--- config.mk ---
export PLATFORM = sky130hd
export DESIGN_NAME = adc_scan_ctrl
export DESIGN_NICKNAME = d
export VERILOG_FILES = /design/src/rtl/adc_pkg.sv /design/src/rtl/adc_clkdiv.sv /design/src/rtl/adc_scan_ctrl.sv
export SDC_FILE = /design/constraint.sdc
export NUM_CORES = 1
export LEC_CHECK = 0
export BUFFER_PORTS_ARGS = -buffer_cell sky130_fd_sc_hd__buf_2
export CORE_AREA = 2 2 78 80
export DETAILED_ROUTE_END_ITERATION = 7
export DIE_AREA = 0 0 80 82
export SETUP_SLACK_MARGIN = 0.3
export SYNTH_ARGS = -nofsm -noshare
export SYNTH_HDL_FRONTEND = slang
export SYNTH_SLANG_ARGS = --single-unit
--- constraint.sdc ---
create_clock -name clk -period 5.5 [get_ports clk]
set_input_delay 0 -clock clk [delete_from_list [all_inputs] [get_ports clk]]
set_output_delay 0 -clock clk [all_outputs]
set_load 0.005 [all_outputs]
--- src/rtl/adc_pkg.sv ---
// Shared definitions for the ADC scan controller: FSM encoding and GAP length.
package adc_pkg;

    typedef enum logic [1:0] {
        ST_IDLE  = 2'd0,
        ST_SHIFT = 2'd1,
        ST_GAP   = 2'd2
    } state_t;

    localparam int unsigned GAP_SCLK  = 2;
    // Each sclk period is two divider ticks.
    localparam int unsigned GAP_TICKS = 2 * GAP_SCLK;

endpackage

--- src/rtl/adc_clkdiv.sv ---
// Serial clock divider: toggles sclk every DIV clk while enabled and emits
// single-clk tick/rise/fall strobes aligned with the edge that updates sclk.
module adc_clkdiv #(
    parameter int unsigned DIV = 64
) (
    input  logic i_clk,
    input  logic i_rst_n,
    input  logic i_run,
    input  logic i_sclk_en,
    output logic o_sclk,
    output logic o_tick,
    output logic o_rise,
    output logic o_fall
);

    localparam int unsigned CNT_W = (DIV > 1) ? $clog2(DIV) : 1;

    logic [CNT_W-1:0] r_cnt;
    logic             r_sclk;
    logic             w_tick;

    assign w_tick = i_run && (r_cnt == CNT_W'(DIV - 1));

    always_ff @(posedge i_clk or negedge i_rst_n) begin
        if (!i_rst_n) begin
            r_cnt <= '0;
        end else if (!i_run || w_tick) begin
            r_cnt <= '0;
        end else begin
            r_cnt <= r_cnt + CNT_W'(1);
        end
    end

    always_ff @(posedge i_clk or negedge i_rst_n) begin
        if (!i_rst_n) begin
            r_sclk <= 1'b0;
        end else if (!i_sclk_en) begin
            r_sclk <= 1'b0;
        end else if (w_tick) begin
            r_sclk <= ~r_sclk;
        end
    end

    assign o_sclk = r_sclk;
    assign o_tick = w_tick;
    assign o_rise = w_tick && i_sclk_en && !r_sclk;
    assign o_fall = w_tick && i_sclk_en &&  r_sclk;

endmodule

--- src/rtl/adc_scan_ctrl.sv ---
// Serial ADC scan controller (single-shot or continuous channel scan).
// Optional threshold alarm enabled by defining ADC_SCAN_THRESH_EN.
module adc_scan_ctrl
    import adc_pkg::*;
#(
    parameter int unsigned DATA_W = 10,
    parameter int unsigned NUM_CH = 8,
    parameter int unsigned ADDR_W = 3,
    parameter int unsigned DIV    = 64
) (
    input  logic              clk,
    input  logic              rst_n,
    input  logic              enable,
    input  logic              mode,
    input  logic              start,
    input  logic [ADDR_W-1:0] ch_sel,
    input  logic              adc_dout,
    output logic              adc_sclk,
    output logic              adc_cs_n,
    output logic              adc_din,
    output logic [DATA_W-1:0] data_out,
    output logic [ADDR_W-1:0] data_ch,
    output logic              data_valid,
    output logic              busy
`ifdef ADC_SCAN_THRESH_EN
    ,
    input  logic [DATA_W-1:0] thresh,
    output logic              alarm
`endif
);

    localparam int unsigned BIT_W = $clog2(DATA_W);
    localparam int unsigned GAP_W = $clog2(GAP_TICKS);

    state_t            r_state;
    state_t            w_next;
    logic              w_launch;
    logic              w_go;
    logic              w_last_fall;
    logic              w_gap_end;
    logic              w_sclk;
    logic              w_tick;
    logic              w_rise;
    logic              w_fall;

    logic              r_busy;
    logic              r_cs_n;
    logic [ADDR_W-1:0] r_ch;
    logic [ADDR_W-1:0] r_addr_sr;
    logic [ADDR_W-1:0] r_scan_ptr;
    logic              r_scan_frame;
    logic [DATA_W-1:0] r_shift;
    logic [BIT_W-1:0]  r_bit;
    logic [GAP_W-1:0]  r_gap;
    logic [DATA_W-1:0] r_data_out;
    logic [ADDR_W-1:0] r_data_ch;
    logic              r_valid;

    adc_clkdiv #(
        .DIV (DIV)
    ) u_clkdiv (
        .i_clk     (clk),
        .i_rst_n   (rst_n),
        .i_run     (r_busy),
        .i_sclk_en (r_state == ST_SHIFT),
        .o_sclk    (w_sclk),
        .o_tick    (w_tick),
        .o_rise    (w_rise),
        .o_fall    (w_fall)
    );

    assign w_go        = enable && (mode || start);
    assign w_last_fall = (r_state == ST_SHIFT) && w_fall && (r_bit == BIT_W'(DATA_W - 1));
    assign w_gap_end   = (r_state == ST_GAP) && w_tick && (r_gap == GAP_W'(GAP_TICKS - 1));

    always_ff @(posedge clk or negedge rst_n) begin
        if (!rst_n) begin
            r_state <= ST_IDLE;
        end else begin
            r_state <= w_next;
        end
    end

    // GAP end doubles as the IDLE decision so scan frames stay exactly one GAP apart.
    always_comb begin
        w_next   = r_state;
        w_launch = 1'b0;
        case (r_state)
            ST_IDLE: begin
                if (w_go) begin
                    w_next   = ST_SHIFT;
                    w_launch = 1'b1;
                end
            end
            ST_SHIFT: begin
                if (w_last_fall) begin
                    w_next = ST_GAP;
                end
            end
            ST_GAP: begin
                if (w_gap_end) begin
                    if (enable && mode) begin
                        w_next   = ST_SHIFT;
                        w_launch = 1'b1;
                    end else begin
                        w_next = ST_IDLE;
                    end
                end
            end
            default: w_next = ST_IDLE;
        endcase
    end

    always_ff @(posedge clk or negedge rst_n) begin
        if (!rst_n) begin
            r_busy       <= 1'b0;
            r_cs_n       <= 1'b1;
            r_ch         <= '0;
            r_addr_sr    <= '0;
            r_scan_ptr   <= '0;
            r_scan_frame <= 1'b0;
            r_shift      <= '0;
            r_bit        <= '0;
            r_gap        <= '0;
            r_data_out   <= '0;
            r_data_ch    <= '0;
            r_valid      <= 1'b0;
        end else begin
            r_valid <= 1'b0;
            if (w_rise) begin
                r_shift <= {r_shift[DATA_W-2:0], adc_dout};
            end
            if (w_fall) begin
                r_bit     <= r_bit + BIT_W'(1);
                r_addr_sr <= r_addr_sr << 1;
            end
            if (w_last_fall) begin
                r_cs_n     <= 1'b1;
                r_data_out <= r_shift;
                r_data_ch  <= r_ch;
                r_valid    <= 1'b1;
                r_gap      <= '0;
                r_addr_sr  <= '0;
                if (r_scan_frame) begin
                    r_scan_ptr <= (r_scan_ptr == ADDR_W'(NUM_CH - 1)) ? '0
                                                                      : r_scan_ptr + ADDR_W'(1);
                end
            end
            if ((r_state == ST_GAP) && w_tick) begin
                r_gap <= r_gap + GAP_W'(1);
            end
            if (w_gap_end) begin
                r_busy <= 1'b0;
            end
            if (w_launch) begin
                r_busy       <= 1'b1;
                r_cs_n       <= 1'b0;
                r_bit        <= '0;
                r_gap        <= '0;
                r_scan_frame <= mode;
                r_ch         <= mode ? r_scan_ptr : ch_sel;
                r_addr_sr    <= mode ? r_scan_ptr : ch_sel;
            end
        end
    end

`ifdef ADC_SCAN_THRESH_EN
    logic r_alarm;

    always_ff @(posedge clk or negedge rst_n) begin
        if (!rst_n) begin
            r_alarm <= 1'b0;
        end else if (w_last_fall) begin
            r_alarm <= (r_shift > thresh);
        end
    end

    assign alarm = r_alarm;
`endif

    assign adc_sclk   = w_sclk;
    assign adc_cs_n   = r_cs_n;
    assign adc_din    = r_addr_sr[ADDR_W-1];
    assign data_out   = r_data_out;
    assign data_ch    = r_data_ch;
    assign data_valid = r_valid;
    assign busy       = r_busy;

endmodule

# [Word-level counts from Yosys, hierarchy flattened]
# Cells that the tools add are included.
[totals] in_bits=9 elab_cells=79 out_inout_bits=18 regBits=51
[op_classes] mux=27 bitwise=1 n_eq_ne=10 n_reduce_logical=22 addsub=4
[ops] cell="2-to-1 mux 3 bit" count=5
[ops] cell="2-to-1 mux 2 bit" count=6
[ops] cell="2-to-1 mux 1 bit" count=11
[ops] cell="logical AND 1 bit" count=10
[ops] cell="2-to-1 mux 4 bit" count=2
[ops] cell="!= test 2 bit (second input constant)" count=4
[ops] cell="adder 6 x 1 -> 6 bit (second input constant)" count=1
[ops] cell="equality test 6 bit (second input constant)" count=1
[ops] cell="2-to-1 mux 6 bit" count=1
[ops] cell="one-hot mux 2 bit (3 select lines)" count=1
[ops] cell="nonzero test 2 bit" count=3
[ops] cell="nonzero test 3 bit" count=2
[ops] cell="adder 4 x 1 -> 4 bit (second input constant)" count=1
[ops] cell="equality test 2 bit (second input constant)" count=2
[ops] cell="equality test 4 bit (second input constant)" count=1
[ops] cell="adder 3 x 1 -> 3 bit (second input constant)" count=1
[ops] cell="equality test 3 bit (second input constant)" count=1
[ops] cell="AND reduction 3 bit" count=1
[ops] cell="adder 2 x 1 -> 2 bit (second input constant)" count=1
[ops] cell="equality test 2 x 1 -> 1 bit (second input constant)" count=1
[ops] cell="zero test 1 bit" count=2
[ops] cell="zero test 2 bit" count=1
[ops] cell="logical OR 1 bit" count=2
[ops] cell="one-hot mux 1 bit (2 select lines)" count=1
[ops] cell="other kinds (2)" count=2

# [Logic depth before layout (Yosys ltp)]
# Gate-level depths: netlist of run 1.
[logic_depth] depth_word=9 ltp_mapped=7 depth_no_buf=6

# [By module]
# Synthesis of run 1 repeated with hierarchy kept, for this count alone.
[unflattened] cells_unflattened=168 hier_area_um2=2274.7
[modules_own_cells] mod="adc_scan_ctrl" seq_area_each_um2=1102.3 cells_each=133 area_each_um2=1925.6 instances=1
[modules_own_cells] mod="adc_clkdiv" seq_area_each_um2=175.2 cells_each=35 area_each_um2=349.1 instances=1

# [Worst setup path before layout of run 1]
# No wires, ideal clock.
[synth_timing] kind="register to register" from="register u_clkdiv.r_cnt[0]" to="register r_scan_frame" path_buffers=1 t_required_ns=5.372 setup_time_ns=0.128 t_arrival_ns=1.796 synth_period_minus_slack_ns=1.923 path_stages_with_launch=7 setup_slack_ns=3.577 path_cell_list="dfrtp_1 > ha_1 > nand3_4 > o32a_1 > or2_1 > buf_2 > mux2_1"
[synth_via] elab_chain_len=6
[synth_rtl] element="from (decl)" line="adc_clkdiv.sv:18" rtl="logic [CNT_W-1:0] r_cnt;"
[synth_rtl] element="from (signal assigned)" line="adc_clkdiv.sv:30" rtl="r_cnt <= r_cnt + CNT_W'(1);"
[synth_rtl] element="equality test 6 bit" line="adc_clkdiv.sv:22" rtl="assign w_tick = i_run && (r_cnt == CNT_W'(DIV - 1));"
[synth_rtl] element="logical AND 1 bit" line="adc_clkdiv.sv:22"
[synth_rtl] element="logical AND 1 bit (2 in a row)" line="adc_scan_ctrl.sv:74" rtl="assign w_gap_end = (r_state == ST_GAP) && w_tick && (r_gap == GAP_W'(GAP_TICKS - 1));"
[synth_rtl] element="2-to-1 mux 1 bit" line="adc_scan_ctrl.sv:101" rtl="if (w_gap_end) begin"
[synth_rtl] element="one-hot mux 1 bit (2 select lines)" line="adc_scan_ctrl.sv:88" rtl="case (r_state)"
[synth_rtl] element="to (signal assigned)" line="adc_scan_ctrl.sv:160" rtl="r_scan_frame <= mode;"
[synth_rtl] element="to (decl)" line="adc_scan_ctrl.sv:51" rtl="logic r_scan_frame;"
# No other way between the ends.
# A chain may end at the register's enable or synchronous reset.

# [Final worst setup path of run 1]
[layout_timing] from="register u_clkdiv.r_cnt[0]" to="register r_scan_ptr[1]"
[layout_via] elab_chain_len=7
[layout_rtl] element="equality test 6 bit" line="adc_clkdiv.sv:22"
[layout_rtl] element="logical AND 1 bit" line="adc_clkdiv.sv:22"
[layout_rtl] element="logical AND 1 bit (2 in a row)" line="adc_clkdiv.sv:47" rtl="assign o_fall = w_tick && i_sclk_en && r_sclk;"
[layout_rtl] element="logical AND 1 bit (2 in a row)" line="adc_scan_ctrl.sv:73" rtl="assign w_last_fall = (r_state == ST_SHIFT) && w_fall && (r_bit == BIT_W'(DATA_W - 1));"
[layout_rtl] element="AND reduction 2 bit (no line)"
[layout_rtl] element="to (signal assigned)" line="adc_scan_ctrl.sv:145" rtl="r_scan_ptr <= (r_scan_ptr == ADDR_W'(NUM_CH - 1)) ? '0"
[layout_rtl] element="to (decl)" line="adc_scan_ctrl.sv:50" rtl="logic [ADDR_W-1:0] r_scan_ptr;"
# No other way between the ends.

==> flow_metrics.tcl, run 1 <==
set metrics [dict create \
    io_buffer_count 26 \
    regToRegSetupSlack_ns 2.94 \
    grt_max_degree 52 \
    routed-via-count 1390 \
    worstSetupEndpointType "register" \
    async_flop_share_pct 100.0 \
    yosys_warnings 0 \
    hold_viol 0 \
    num_rows 28 \
    synth_area_mm2 0.002197 \
    n_antenna_cell 0 \
    synth_fp_nets 190 \
    ctsResizeCount 0 \
    pre_cts_slack_ns 2.902 \
    grt_usage_pct 13.10 \
    final_cell_mix "dfrtp_1 (50), mux2_2 (26), buf_2 (26)" \
    crit_type "reg -> reg" \
    pwr-share-clk_pct 34.9 \
    pwr-share-comb_pct 2.4 \
    drc 0 \
    clock.fmax_mhz 390.3 \
    p_leak_nw 1.254 \
    hpwl_um 2714 \
    gp_congestion 0.7534 \
    crit_buf_inv 1 \
    period_minus_slack_ns 2.562 \
    clk_latency_ns 0.30 \
    io_pins 27 \
    layout.nets 222 \
    worst_pin_slew_ns 1.062 \
    switching_share_pct 21.63 \
    status "finished, final reports clean" \
    drt_iter0_drc 44 \
    num-fill-cells 565 \
    crit_family "simple AND/OR/NAND/NOR gates" \
    synth-seq-cells 51 \
    synthFlopType "dfrtp_1" \
    slowest_delay_ns 0.95 \
    via_per_inst 4.912 \
    cts_tree "built" \
    clkSinkCount 51 \
    fin_setup_tns_ns 0 \
    root_buffer "clkbuf_8" \
    ant_nets 0 \
    fp.coreArea_mm2 0.005746 \
    p_int_w 0.0004682 \
    seq_power_share_pct 62.7 \
    die_h_um 82 \
    yosysSeqAreaShare_pct 58.14 \
    area_growth_pct 14.86 \
    fin_ws_ns 2.938 \
    globalRouteOverflowTotal 0 \
    clock_skew_ns 0.008679 \
    die_area_mm2 0.006560 \
    hold_path_class "in -> reg" \
    first_pass_iters 4 \
    setup_viol 0 \
    drv_slew 0 \
    crit_fanout 11 \
    post-route-util_pct 43.92 \
    routedWlPerCell_um 13.46 \
    ys_types 41 \
    die_w_um 80 \
    path_clk_slew_ns 0.09 \
    clockBufferDepth 2 \
    ir_worst_vdd_uv 146.9 \
    cp_cell_sequence "ha_1 > nand3_4 > nor4_2 > buf_4 > nand2_1 > mux2_2" \
    grt_pass1_wl_um 6603 \
    antenna_found_initial 0 \
    cp_data_required_time_ns 5.70 \
    grt_pass1_vias 1365 \
    power.switching_w 0.0001292 \
    avgSynthCellArea_um2 12.55 \
    synth_edf_count 0 \
    cp.arrival_ns 2.76 \
    start_kind "register" \
    hold_ws_ns 0.01617 \
    cap_violations 0 \
    relSlewSlack_pct 28.64 \
    power_density_mw_per_mm2 236.7 \
    cts_made_buffers 5 \
    syn_inst 175 \
    period_share_pct 46.59 \
    drive_above_1_share_pct 32.69 \
    layout_commonest_cell "dfrtp_1" \
    start_util_pct 38.24 \
    crit_path_top_delay_cell "nor4_2" \
    h-tree-depth 2 \
    wl_um 3809 \
    rsz0062_at_grt "no" \
]
[registers in the layout (all words and copies together) (netlist names)]
name             count
r_scan_ptr           3
r_addr_sr            3
r_state              2
u_clkdiv.r_cnt       6
r_bit                4
data_ch              3
data_out            10
adc_cs_n             1
r_ch                 3
data_valid           1
u_clkdiv.o_sclk      1
busy                 1
r_gap                2
r_scan_frame         1
r_shift             10
[tightest hold or removal path, stage by stage]
cell     delay (ns)
buf_2          0.08
mux2i_1        0.07
o21ai_0        0.13
[metrics by stage]
stage                     cell area [um2]  total power (W)  instances
after CTS                            2524        0.0006059        283
after floorplan                      2197        0.0003847        175
after detailed placement             2419        0.0003961        273
after global routing                 2524        0.0006257        283
final                                2524        0.0005974        283
after global placement               2419        0.0003963        273
[cells by family after synthesis]
logic type	after synthesis	share of synthesized area, %
AOI/OAI and AO/OA	24	7.062
xor gates and xnor gates	5	1.994
adders and majority gates	6	3.417
buffers and inverters	13	2.449
DFF	51	58.14
muxes	28	14.29
and+or+nand+nor	48	12.64
[cell usage after synthesis, types with 2 or more instances]
| library cell | n | share of area (%) |
|---|---|---|
| or3_1 | 2 | 0.57 |
| ha_1 | 6 | 3.4 |
| xnor2_1 | 3 | 1.2 |
| nand3_1 | 6 | 1.4 |
| a21oi_1 | 5 | 1.1 |
| nor4_1 | 2 | 0.57 |
| inv_1 | 8 | 1.4 |
| xor2_1 | 2 | 0.80 |
| and2_1 | 3 | 0.85 |
| mux2_2 | 26 | 13 |
| o21ai_0 | 8 | 1.8 |
| nand2_1 | 8 | 1.4 |
| nor2_1 | 13 | 2.2 |
| a31oi_1 | 2 | 0.57 |
| a2111oi_0 | 2 | 0.80 |
| dfrtp_1 | 50 | 57 |
| buf_2 | 4 | 0.91 |
| nor2b_1 | 2 | 0.57 |
[power by group through the flow]
stage	Combinational [W]	Clock (W)	Sequential (W)
global route	0.0000170	0.000234	0.000375
finish	0.0000144	0.000208	0.000375
floorplan	0.00000256	0	0.000382
global placement	0.0000142	0	0.000382
detailed placement	0.0000140	0	0.000382
CTS	0.0000152	0.000216	0.000375
[layer usage]
layer | track usage [%] | routed length (um) | up-vias
met2 | 18.92 | 1707 | 22
met1 | 18.82 | 1899 | 684
met5 | 0 | 0 | -
met4 | 4.068 | 46 | 0
met3 | 4.176 | 154 | 6
li1 | - | - | 678
[area by class of cell]
class	count	area [um2]	area share [%]
flip-flops and latches	51	1277	50.62
multi-input cells	111	872.1	34.56
repair buffers	30	165.2	6.544
well taps	75	93.84	3.718
clock buffers	6	72.57	2.876
inverters	8	30.03	1.190
clock inverters	2	12.51	0.4958
[worst paths after layout]
path	startpoint	end	cells past startpoint
min	ch_sel[0]	r_addr_sr[0]	3
max in group asynchronous	rst_n	u_clkdiv.o_sclk	3
min in group asynchronous	rst_n	data_out[9]	3
max	u_clkdiv.r_cnt[0]	r_scan_ptr[1]	6
min reg2reg	u_clkdiv.r_cnt[0]	u_clkdiv.r_cnt[0]	1
max reg2reg	u_clkdiv.r_cnt[0]	r_scan_ptr[1]	6
[timing repair]
item                                   4_1_cts  5_1_grt
setup buffers                                0        0
hold buffers                                 2        0
endpoints found under the hold margin       51        0
Power figures use the tool's default switching activity.
==> run 2: changes to the inputs <==
--- a/config.mk
+++ b/config.mk
@@ -5,6 +5,7 @@
 export SDC_FILE = /design/constraint.sdc
 export NUM_CORES = 1
 export LEC_CHECK = 0
+export ABC_AREA = 1
 export BUFFER_PORTS_ARGS = -buffer_cell sky130_fd_sc_hd__buf_2
 export CORE_AREA = 2 2 78 80
 export DETAILED_ROUTE_END_ITERATION = 7
==> constraint.sdc (replaced) <==
create_clock -name clk -period 2.6 [get_ports clk]
set_input_delay 0 -clock clk [delete_from_list [all_inputs] [get_ports clk]]
set_output_delay 0 -clock clk [all_outputs]
set_load 0.005 [all_outputs]
==> run 2 against run 1 <==
  * Combinational power is 110% higher
  * Sequential power rose by 110%
  * Total power grew 130%
==> flow_metrics.tcl, run 2 <==
set metrics [dict create \
    cts_made_buffers 5 \
    clockBufferDepth 2 \
    via_per_inst 4.565 \
    power_w 0.001352 \
    synth_edf_count 0 \
    dpl_cell_area_mm2 0.002421 \
    synthSimpleGateAreaFrac_pct 22.21 \
    cp.arrival_ns 2.12 \
    avgSynthCellArea_um2 9.257 \
    status "finished, final reports clean" \
    hold_path_class "in -> async" \
    hold_ws_ns 0.05068 \
    yosys.area_share.adder_pct 3.365 \
    syn_inst 241 \
    reg2reg_from "u_clkdiv.r_cnt[0]" \
    async_flop_share_pct 100.0 \
    ys_types 26 \
    crit_start "u_clkdiv.r_cnt[0]" \
    crit_buf_inv 1 \
    wl_um 3854 \
    fp.coreArea_mm2 0.005746 \
    synth_xor_area_share_pct 1.178 \
    antenna_found_initial 0 \
    synthMuxAreaShare_pct 0 \
    drc 0 \
    pwr-share-clk_pct 39.1 \
    post-route-util_pct 44.34 \
    first_pass_iters 5 \
    grt_pass1_wl_um 6851 \
    worstSetupEndpointType "register" \
    period_share_pct 73.85 \
    clock_skew_ns 0.008530 \
    synth.top_cell.area_share_pct 56.09 \
    routedWlPerCell_um 11.11 \
    hold_viol 0 \
    crit_path_top_delay_cell "nand3b_1" \
    drt_iter0_drc 49 \
    synthFlopType "dfrtp_1" \
    die_area_mm2 0.006560 \
    area_growth_pct 14.19 \
    p_int_w 0.001090 \
    setup_viol 0 \
    crit_type "reg -> reg" \
    clkSinkCount 51 \
    clock.fmax_mhz 520.8 \
    switching_share_pct 19.38 \
    yosysSeqAreaShare_pct 57.26 \
    synthTopCellsByArea "dfrtp_1 (56%), nand2_1 (12%), o21ai_0 (4.9%)" \
    io_buffer_count 26 \
    layout_commonest_cell "nand2_1" \
    start_util_pct 38.83 \
    num_rows 28 \
    relSlewSlack_pct 57.85 \
    grt_max_degree 47 \
    ant_nets 0 \
    crit_fanout 21 \
    synth_compound_area_share_pct 8.918 \
    routed-via-count 1584 \
    h-tree-depth 2 \
    grt_usage_pct 13.41 \
    crit_family "simple AND/OR/NAND/NOR gates" \
    synth_top_area_cell "dfrtp_1" \
    synth_fp_nets 256 \
    design_area_mm2 0.002547 \
    power.switching_w 0.0002621 \
    gp_congestion 0.7642 \
    pwr-share-comb_pct 2.2 \
    fin_setup_tns_ns 0 \
    cp_data_required_time_ns 2.80 \
    synth_area_mm2 0.002231 \
    die_h_um 82 \
    hpwl_um 2697 \
    seq_power_share_pct 58.7 \
    layout.nets 286 \
    yosys_warnings 0 \
    final_cell_mix "nand2_1 (69), dfrtp_1 (50), inv_1 (29)" \
    drv_slew 0 \
    synth_top_family_by_area "simple AND/OR/NAND/NOR gates" \
    grt_pass1_vias 1526 \
    globalRouteOverflowTotal 0 \
    worst_pin_slew_ns 0.6303 \
    root_buffer "clkbuf_8" \
    cp_cell_sequence "ha_1 > nand2_2 > nor2_4 > nand3_4 > inv_1 > nand3b_1 > o21ai_0" \
    synth-seq-cells 51 \
    ir_worst_vdd_uv 244.3 \
    io_pins 27 \
    path_clk_slew_ns 0.09 \
    n_antenna_cell 0 \
    period_minus_slack_ns 1.920 \
    start_kind "register" \
    yosysMostFrequentCell "nand2_1" \
    synth_commonest_cells "nand2_1 (69), dfrtp_1 (50), inv_1 (29)" \
    slowest_delay_ns 0.45 \
    cap_violations 0 \
    p_leak_nw 1.332 \
    rsz0062_at_grt "no" \
    cts_tree "built" \
    power_density_mw_per_mm2 530.8 \
    clk_latency_ns 0.30 \
    die_w_um 80 \
    drive_above_1_share_pct 17.28 \
]
-- run 2: changes by cell type after synthesis, sizes merged, moves of 4 or more --
cell / previous run / this run
o21ai: 8 / 27
nand2: 8 / 72
inv: 8 / 31
nor2: 13 / 17
mux2: 27 / 0
nand3: 8 / 14
-- run 2: routing by layer --
layer / global-route usage, % / share of wire (%)
met1: 18.07 / 49
met2: 20.92 / 45
met3: 3.736 / 4.3
met4: 4.576 / 0.88
met5: 0 / 0
-- run 2: path summary, 6_finish.rpt --
kind | end | depth (start not counted) | slack (ns)
worst max-delay path | r_shift[6] | 7 | 0.68
worst min-delay path | r_scan_frame | 2 | 0.05
worst max register to register | r_shift[6] | 7 | 0.68
worst min register to register | u_clkdiv.r_cnt[0] | 1 | 0.46
max in group asynchronous | u_clkdiv.o_sclk | 3 | 1.75
min in group clk | r_ch[0] | 5 | 0.05
-- run 2: cells by family (layout without fill, tap and decap cells) --
logic type,after synthesis,in the layout
and+or+nand+nor,111,111
DFF,51,51
buffers and inverters,37,68
AOI/OAI and AO/OA,33,33
adders and majority gates,6,6
xor gates and xnor gates,3,3
-- run 2: repair_timing --
item | CTS | global route
buffers inserted | 0 | 0
gates resized for setup | 0 | 0
hold buffers | 2 | 0
endpoints found under the hold margin | 51 | 0
-- run 2: final cells by class --
class	count	area [um2]
inverters	31	116.4
multi-input cells	153	795.8
clock inverters	1	30.03
well taps	75	93.84
repair buffers	29	157.7
clock buffers	7	76.32
fillers	583	3198
flip-flops and latches	51	1277
-- run 2: power groups by stage --
| stage | Clock, W | Sequential, W | Combinational [W] |
|---|---|---|---|
| after floorplan | 0 | 0.000809 | 0.00000422 |
| after global placement | 0 | 0.000809 | 0.0000294 |
| after detailed placement | 0 | 0.000809 | 0.0000290 |
| after CTS | 0.000557 | 0.000793 | 0.0000316 |
| after global routing | 0.000584 | 0.000794 | 0.0000357 |
| final | 0.000529 | 0.000793 | 0.0000298 |
-- run 2: stage by stage --
step	setup slack, ns	std cells
2_1_floorplan	1.075	241
3_3_place_gp	0.7111	337
3_5_place_dp	0.6506	337
4_1_cts	0.6237	347
5_1_grt	0.3860	347
6_report	0.6798	347
